[src/rtl/branch_pkg.sv]
// Shared encodings for the branch unit: func3 codes, 2-bit counter states, FSM states.
package branch_pkg;

   localparam logic [2:0] BEQ  = 3'b000;
   localparam logic [2:0] BNE  = 3'b001;
   localparam logic [2:0] BLT  = 3'b100;
   localparam logic [2:0] BGE  = 3'b101;
   localparam logic [2:0] BLTU = 3'b110;
   localparam logic [2:0] BGEU = 3'b111;

   localparam logic [1:0] SNT = 2'b00;
   localparam logic [1:0] WNT = 2'b01;
   localparam logic [1:0] WT  = 2'b10;
   localparam logic [1:0] ST  = 2'b11;

   typedef enum logic {
      INIT = 1'b0,
      RUN  = 1'b1
   } state_t;

endpackage

[src/rtl/branch_cond.sv]
// Combinational branch condition decode: func3 plus ALU compare flags to taken/illegal.
module branch_cond
   import branch_pkg::*;
(
   input  logic [2:0] branch_op,
   input  logic       equ,
   input  logic       lt,
   input  logic       ltu,
   output logic       taken,
   output logic       err
);

   always_comb begin
      taken = 1'b0;
      err   = 1'b0;
      case (branch_op)
         BEQ:     taken = equ;
         BNE:     taken = !equ;
         BLT:     taken = lt;
         BGE:     taken = equ | !lt;
         BLTU:    taken = ltu;
         BGEU:    taken = equ | !ltu;
         default: err   = 1'b1;
      endcase
   end

endmodule

[src/rtl/branch_predict_unit.sv]
// Branch resolve unit with a 2-bit saturating-counter BHT predictor.
// Define BRANCH_STATS_EN to add branch / mispredict statistics counters.
module branch_predict_unit
   import branch_pkg::*;
#(
   parameter int         XLEN      = 32,
   parameter int         BHT_DEPTH = 64,
   parameter logic [1:0] CNT_INIT  = 2'b01
) (
   input  logic            clk_i,
   input  logic            rst_i,
   output logic            ready_o,
   input  logic            fetch_valid_i,
   input  logic [XLEN-1:0] fetch_pc_i,
   output logic            predict_valid_o,
   output logic            predict_taken_o,
   input  logic            ex_valid_i,
   input  logic [XLEN-1:0] ex_pc_i,
   input  logic [2:0]      branch_op_i,
   input  logic            equ_i,
   input  logic            lt_i,
   input  logic            ltu_i,
   input  logic            ex_pred_taken_i,
   output logic            resolve_valid_o,
   output logic            is_branch_taken_o,
   output logic            mispredict_o,
   output logic            branch_err_o
`ifdef BRANCH_STATS_EN
   ,
   output logic [31:0]     stat_branches_o,
   output logic [31:0]     stat_mispredicts_o
`endif
);

   localparam int IDX_W = $clog2(BHT_DEPTH);

   state_t           state;
   logic [IDX_W-1:0] init_cnt;
   logic [IDX_W-1:0] fetch_idx;
   logic [IDX_W-1:0] ex_idx;
   logic [1:0]       bht [BHT_DEPTH];
   logic             cond_taken;
   logic             cond_err;
   logic             pc_unused;

   logic ready_p1;
   logic predict_valid_p1;
   logic predict_taken_p1;
   logic resolve_valid_p1;
   logic taken_p1;
   logic mispredict_p1;
   logic err_p1;

   function automatic logic [1:0] sat_step(input logic [1:0] cnt, input logic up);
      if (up)
         return (cnt == ST) ? ST : cnt + 2'd1;
      else
         return (cnt == SNT) ? SNT : cnt - 2'd1;
   endfunction

   assign fetch_idx = fetch_pc_i[2 +: IDX_W];
   assign ex_idx    = ex_pc_i[2 +: IDX_W];
   assign pc_unused = ^{fetch_pc_i[XLEN-1:2+IDX_W], fetch_pc_i[1:0],
                        ex_pc_i[XLEN-1:2+IDX_W], ex_pc_i[1:0]};

   branch_cond u_cond (
      .branch_op (branch_op_i),
      .equ       (equ_i),
      .lt        (lt_i),
      .ltu       (ltu_i),
      .taken     (cond_taken),
      .err       (cond_err)
   );

   // FSM: INIT sweeps every BHT entry once, then RUN
   always_ff @(posedge clk_i) begin
      if (rst_i) begin
         state    <= INIT;
         init_cnt <= '0;
         ready_p1 <= 1'b0;
      end else begin
         case (state)
            INIT: begin
               init_cnt <= init_cnt + 1'b1;
               if (init_cnt == IDX_W'(BHT_DEPTH - 1)) begin
                  state    <= RUN;
                  ready_p1 <= 1'b1;
               end
            end
            RUN: ;
            default: state <= INIT;
         endcase
      end
   end

   // BHT write port; the registered lookup below reads the pre-update value
   always_ff @(posedge clk_i) begin
      if (!rst_i) begin
         if (state == INIT)
            bht[init_cnt] <= CNT_INIT;
         else if (ex_valid_i && !cond_err)
            bht[ex_idx] <= sat_step(bht[ex_idx], cond_taken);
      end
   end

   // Stage p1: lookup and resolve output registers
   always_ff @(posedge clk_i) begin
      if (rst_i) begin
         predict_valid_p1 <= 1'b0;
         predict_taken_p1 <= 1'b0;
         resolve_valid_p1 <= 1'b0;
         taken_p1         <= 1'b0;
         mispredict_p1    <= 1'b0;
         err_p1           <= 1'b0;
      end else begin
         predict_valid_p1 <= fetch_valid_i;
         predict_taken_p1 <= (state == RUN) && bht[fetch_idx][1];
         resolve_valid_p1 <= ex_valid_i;
         taken_p1         <= ex_valid_i && cond_taken;
         err_p1           <= ex_valid_i && cond_err;
         mispredict_p1    <= ex_valid_i && !cond_err && (cond_taken ^ ex_pred_taken_i);
      end
   end

   assign ready_o           = ready_p1;
   assign predict_valid_o   = predict_valid_p1;
   assign predict_taken_o   = predict_taken_p1;
   assign resolve_valid_o   = resolve_valid_p1;
   assign is_branch_taken_o = taken_p1;
   assign mispredict_o      = mispredict_p1;
   assign branch_err_o      = err_p1;

`ifdef BRANCH_STATS_EN
   logic [31:0] stat_branches_p2;
   logic [31:0] stat_mispredicts_p2;

   // Stage p2: statistics count the presented resolve pulses
   always_ff @(posedge clk_i) begin
      if (rst_i) begin
         stat_branches_p2    <= '0;
         stat_mispredicts_p2 <= '0;
      end else begin
         if (resolve_valid_p1 && !err_p1)
            stat_branches_p2 <= stat_branches_p2 + 32'd1;
         if (mispredict_p1)
            stat_mispredicts_p2 <= stat_mispredicts_p2 + 32'd1;
      end
   end

   assign stat_branches_o    = stat_branches_p2;
   assign stat_mispredicts_o = stat_mispredicts_p2;
`endif

endmodule

[config.mk]
export PLATFORM = sky130hd
export DESIGN_NAME = branch_predict_unit
export DESIGN_NICKNAME = d
export VERILOG_FILES = /design/src/rtl/branch_pkg.sv /design/src/rtl/branch_cond.sv /design/src/rtl/branch_predict_unit.sv
export SDC_FILE = /design/constraint.sdc
export NUM_CORES = 1
export LEC_CHECK = 0
export CORE_ASPECT_RATIO = 1.5
export CORE_MARGIN = 1
export CORE_UTILIZATION = 50
export CTS_CLUSTER_SIZE = 28
export DETAILED_ROUTE_END_ITERATION = 10
export HOLD_SLACK_MARGIN = 0.03
export PLACE_DENSITY = 0.76
export REMOVE_ABC_BUFFERS = 1
export SYNTH_ARGS = -nofsm -noshare
export SYNTH_HDL_FRONTEND = slang
export SYNTH_SLANG_ARGS = --single-unit
[constraint.sdc]
create_clock -name clk_i -period 5.3 [get_ports clk_i]
set_input_delay 1.06 -clock clk_i [delete_from_list [all_inputs] [get_ports clk_i]]
set_output_delay 1.06 -clock clk_i [all_outputs]
set_load 0.02 [all_outputs]
==> flow_summary.ini, run 1 <==
[final_layout]
antennaDiodeCount = 0
fin_cells = 629
drive_gt1_share_pct = 22.0
final_common_cell = edfxtp_1
finish.utilization_pct = 60.3
synthToLayoutAreaGrowth_pct = 16.7
stdcell_area_um2 = 7620
nNetsFinal = 536
final_cell_mix = edfxtp_1, nor2_1, mux4_2, clkdlybuf4s50_1, nand2_1

[synthesis]
synth-compound-area-share_pct = 2.76
synth_top_family_by_area = multiplexers
synthAdderAreaFrac_pct = 0.192
synthMuxAreaShare_pct = 21.0
syn_area_um2 = 6530
synthCells = 423
yosys.area_share.simple_pct = 10.6
yosysWarnings = 0
synth.avg_cell_area_um2 = 15.4
synth-edff-count = 128
async_flop_share_pct = 0
synth-seq-cells = 142
synth_xor_area_share_pct = 0.537
synth_ff_type = edfxtp_1
synth-seq-area-share_pct = 63.2
post_synth_num_cell_types = 46

[clocking]
cts-buffers-inserted = 17
htreeDepth = 4
cts-root-buf = clkbuf_16
cts_tree = yes
clockBufferDepth = 2
cts.sinks = 142
clock_latency_ns = 0.42
cts_setup_buffers = 0
post_cts_resized = 0
hold_buffers = 0
path_clk_slew_ns = 0.06

[global_routing]
grt_first_pass_wirelength_um = 22700
antenna_found_initial = 0
grt_pass1_vias = 3988
overflow = 0
grt_max_degree = 45
grt_usage_pct = 24.0

[floorplanning]
num_rows = 50
die_h_um = 142
fp.dieW_um = 95.3
core_um2 = 12600
start_util_pct = 51.7
dieArea_um2 = 13500
ios = 82

[placed_design]
gp_congestion = 0.917
portBuffers = 29
dp_slack_ns = 0.857
dp_cells = 597
dpl_cell_area_um2 = 7040
place_hpwl_um = 9940

[timing]
period_needed_ns = 4.01
hold_slack_ns = 0.474
rsz0062_at_grt = no
clock.fmax_mhz = 249
hold_violations = 0
setup-tns-final_ns = 0
period_share_pct = 75.7
slew_headroom_pct = 38.3
fin_ws_ns = 1.29
tightest_slew_ns = 0.923
setup_violations = 0
maxSlewViolCount = 0
fin_skew_ns = 0.00800

[power]
power_mw = 2.51
power_density_nw_per_um2 = 330
leakagePower_nw = 2.77
max-vdd-ir-drop_mv = 0.162

[critical_path]
r2r_cells = 5
setup.worst_path.start = ex_pc_i[3]
worst-setup-path-type = primary input to flip-flop
rr_startpoint = state
cp.arrival_ns = 4.25
worst_ep_required_time_ns = 5.54
endpoint_kind = flip-flop
crit_path_max_fanout = 44
cp-start-kind = primary input

[routing]
drc = 0
dr_total_vias = 3913
vias_per_cell = 6.22
drt-wirelength-per-cell_um = 23.7
drt-initial-drc-count = 357
finalWirelength_um = 14900
first_pass_iters = 5
ant_nets = 0

[status]
status = finished clean

[job]
cap_violations = 0

[worst_hold_path]
whs_path_depth = 2
hp-class = flip-flop to flip-flop
worstHoldStart = ready_o
[sequential cells by signal, indices dropped and copies added (netlist names)]
register / flops
bht: 128
predict_taken_o: 1
ready_o: 1
init_cnt: 6
predict_valid_o: 1
state: 1
is_branch_taken_o: 1
resolve_valid_o: 1
branch_err_o: 1
mispredict_o: 1
[cells in the mapped netlist (3+ instances only)]
| cell | number | area share (%) |
|---|---|---|
| edfxtp_1 | 128 | 59 |
| nor2_1 | 80 | 4.6 |
| mux4_2 | 51 | 18 |
| nand2_1 | 21 | 1.2 |
| clkbuf_1 | 14 | 0.80 |
| dfxtp_1 | 14 | 4.3 |
| mux2i_1 | 13 | 2.0 |
| nand3_1 | 12 | 0.92 |
| nor2b_1 | 9 | 0.86 |
| mux2_2 | 8 | 1.4 |
| o21ai_0 | 8 | 0.61 |
| nand2b_1 | 5 | 0.48 |
| a21oi_1 | 4 | 0.31 |
| buf_2 | 4 | 0.31 |
| inv_1 | 4 | 0.23 |
| or3_1 | 4 | 0.38 |
| and3b_1 | 3 | 0.40 |
| nand3b_1 | 3 | 0.34 |
| nor3b_1 | 3 | 0.34 |
[final timing paths]
check	slack (ns)	to
worst min register to register	0.47	ready_o
worst max-delay path	1.29	bht[61][0]
worst min-delay path	0.47	ready_o
worst max register to register	2.30	bht[17][1]
[cells by family after synthesis]
family	after synthesis
AOI/OAI and AO/OA	27
xor gates and xnor gates	4
adders and majority gates	1
buffers and inverters	26
DFF	142
muxes	72
and+or+nand+nor	151
[power breakdown]
group / switching [mW] / leakage, nW / internal (mW)
combinational: 0.0722 / 0.928 / 0.0591
sequential: 0.00461 / 1.57 / 1.21
clock: 0.471 / 0.274 / 0.699
[layout make-up]
cell class,count,area (µm²)
fill,904,5010
inverter,4,15.0
clock buffer,17,425
sequential,142,4120
multi-input combinational,255,2310
clock inverter,15,161
timing repair buffer,40,393
tap,156,195
[critical path: stages]
cell and delay [ns]:
clkdlybuf4s50_1 0.94, mux4_2 0.41, mux2_2 0.30, o22a_1 0.18, o221ai_1 0.31, and3_1 0.27, a2bb2oi_4 0.46, buf_12 0.28
[per-layer routing]
| metal | up-vias | GRT usage [%] | part of all wire, % |
|---|---|---|---|
| li1 | 1747 | - | - |
| met1 | 1953 | 27.8 | 36 |
| met2 | 169 | 39.7 | 53 |
| met3 | 44 | 5.24 | 6.7 |
| met4 | 0 | 15.4 | 4.2 |
| met5 | - | 0 | 0 |
Power figures use the tool's default switching activity.
==> run 2, diff against run 1 <==
==> constraint.sdc (replaced) <==
create_clock -name clk_i -period 3.3 [get_ports clk_i]
set_input_delay 0.66 -clock clk_i [delete_from_list [all_inputs] [get_ports clk_i]]
set_output_delay 0.66 -clock clk_i [all_outputs]
set_load 0.02 [all_outputs]
==> run 2 against run 1 <==
  * Sequential cell count unchanged
  * Count of clock-buffer cells in the layout unchanged
  * Clock skew about the same
  * Worst hold slack worse by 0.0046 ns
  * Register-to-register slack worse by 1.5 ns
  * Sequential power up 61%
  * Largest power group is now the clock network
==> flow_summary.ini, run 2 (synthesized netlist as in run 1, its figures left out) <==
[status]
status = finished clean

[clocking]
clockBufferDepth = 2
cts-root-buf = clkbuf_16
cts-buffers-inserted = 17
hold_buffers = 0
cts_setup_buffers = 0
path_clk_slew_ns = 0.06
clock_latency_ns = 0.42
htreeDepth = 4
cts_tree = yes
post_cts_resized = 0
cts.sinks = 142

[critical_path]
r2r-end = bht[16][1]
cp.arrival_ns = 3.28
worst_ep_required_time_ns = 3.52
crit_path_max_fanout = 64
rr_startpoint = state
r2r_cells = 6
worst-setup-path-type = primary input to flip-flop
endpoint_kind = flip-flop
reg2reg_slack_ns = 0.77
cp-start-kind = primary input

[placed_design]
portBuffers = 29
dp_slack_ns = -0.105
dp_cells = 613
dpl_cell_area_um2 = 7240
gp_congestion = 0.878
place_hpwl_um = 10200

[final_layout]
nNetsFinal = 552
top_regs = bht x128, init_cnt x6
synthToLayoutAreaGrowth_pct = 20.7
antennaDiodeCount = 0
n_fill_cell = 880
final_cell_mix = edfxtp_1, nor2_1, mux4_2, clkdlybuf4s50_1, nand2_1
top_register = bht
drive_gt1_share_pct = 24.7
fin_cells = 645
stdcell_area_um2 = 7880
largest_reg_flops = 128
final_common_cell = edfxtp_1

[timing]
hold_violations = 0
tightest_slew_ns = 0.644
maxSlewViolCount = 0
setup-tns-final_ns = 0
setup_violations = 0
period_needed_ns = 3.06
rsz0062_at_grt = no
period_share_pct = 92.6
fin_ws_ns = 0.244
clock.fmax_mhz = 327
fin_skew_ns = 0.00844
slew_headroom_pct = 56.9

[job]
cap_violations = 0

[routing]
drt-wirelength-per-cell_um = 23.6
finalWirelength_um = 15200
vias_per_cell = 6.31
drc = 0
ant_nets = 0
dr_total_vias = 4068
wl_met2_um = 8040
first_pass_iters = 5
m1WireLength_um = 5540
wl_met3_um = 951
drt-initial-drc-count = 289
top_layer_used = met4

[global_routing]
grt_first_pass_wirelength_um = 23300
grt_pass1_vias = 4157
grt_usage_pct = 24.5
overflow = 0
antenna_found_initial = 0
grt_max_degree = 65

[floorplanning]
dieArea_um2 = 13500
ios = 82
start_util_pct = 51.7
num_rows = 50
die_h_um = 142
fp.dieW_um = 95.3
core_um2 = 12600

[worst_hold_path]
hold_end = ready_o
whs_path_depth = 2
hp-class = flip-flop to flip-flop
worstHoldStart = ready_o

[power]
leakagePower_nw = 2.91
power_mw = 4.22
max-vdd-ir-drop_mv = 0.265
power_density_nw_per_um2 = 536
-- run 2: how the worst max path moves through the flow --
| stage | startpoint | end | slack (ns) |
|---|---|---|---|
| after global placement | ex_pc_i[3] | bht[6][1] | -0.05 |
| after global routing | ex_pc_i[3] | bht[55][1] | 0.07 |
| after floorplan | ex_pc_i[2] | bht[0][0] | -1.16 |
| after CTS | ex_pc_i[3] | bht[9][1] | 0.32 |
| after detailed placement | ex_pc_i[3] | bht[4][1] | -0.10 |
| final | ex_pc_i[3] | bht[55][1] | 0.24 |
-- run 2: area by class of cell --
class                      count  area [µm²]  area share, %
timing repair buffer          56         601           7.62
inverter                       4        15.0          0.191
multi-input combinational    255        2310           29.3
tap                          156         195           2.48
clock buffer                  17         425           5.40
sequential                   142        4120           52.4
clock inverter                15         209           2.65
-- run 2: worst max-delay path: stages --
cell	delay, ns
clkdlybuf4s50_1	0.63
buf_12	0.23
mux4_2	0.21
and3b_1	0.17
nor4_1	0.42
nand4_1	0.18
buf_4	0.17
a21oi_1	0.13
a21o_1	0.15
buf_12	0.24
-- run 2: per-stage QoR --
| stage | hold slack (ns) | utilization, % |
|---|---|---|
| 2_1_floorplan | 0.487 | - |
| 3_3_place_gp | 0.459 | 57.3 |
| 3_5_place_dp | 0.464 | 57.3 |
| 4_1_cts | 0.473 | 62.3 |
| 5_1_grt | 0.483 | 62.3 |
| 6_report | 0.469 | 62.3 |
-- run 2: power by group --
part / internal [mW] / leakage, nW / switching (mW)
clock network: 1.28 / 0.308 / 0.769
logic: 0.110 / 1.03 / 0.119
registers: 1.94 / 1.57 / 0.00725
total: 3.33 / 2.91 / 0.895
-- run 2: routing by layer --
metal  GRT usage (%)  vias to the layer above
met3            5.13                       48
met1            28.6                     2077
met4            13.2                        0
met2            41.7                      181
met5               0                        -
li1                -                     1762
==> run 3, diff against run 2 <==
--- a/config.mk
+++ b/config.mk
@@ -13,6 +13,7 @@
 export HOLD_SLACK_MARGIN = 0.03
 export PLACE_DENSITY = 0.76
 export REMOVE_ABC_BUFFERS = 1
+export SLEW_MARGIN = 15
 export SYNTH_ARGS = -nofsm -noshare
 export SYNTH_HDL_FRONTEND = slang
 export SYNTH_SLANG_ARGS = --single-unit
==> results of run 3 <==
Final layout, timing and power as in run 2 (identical DEF).
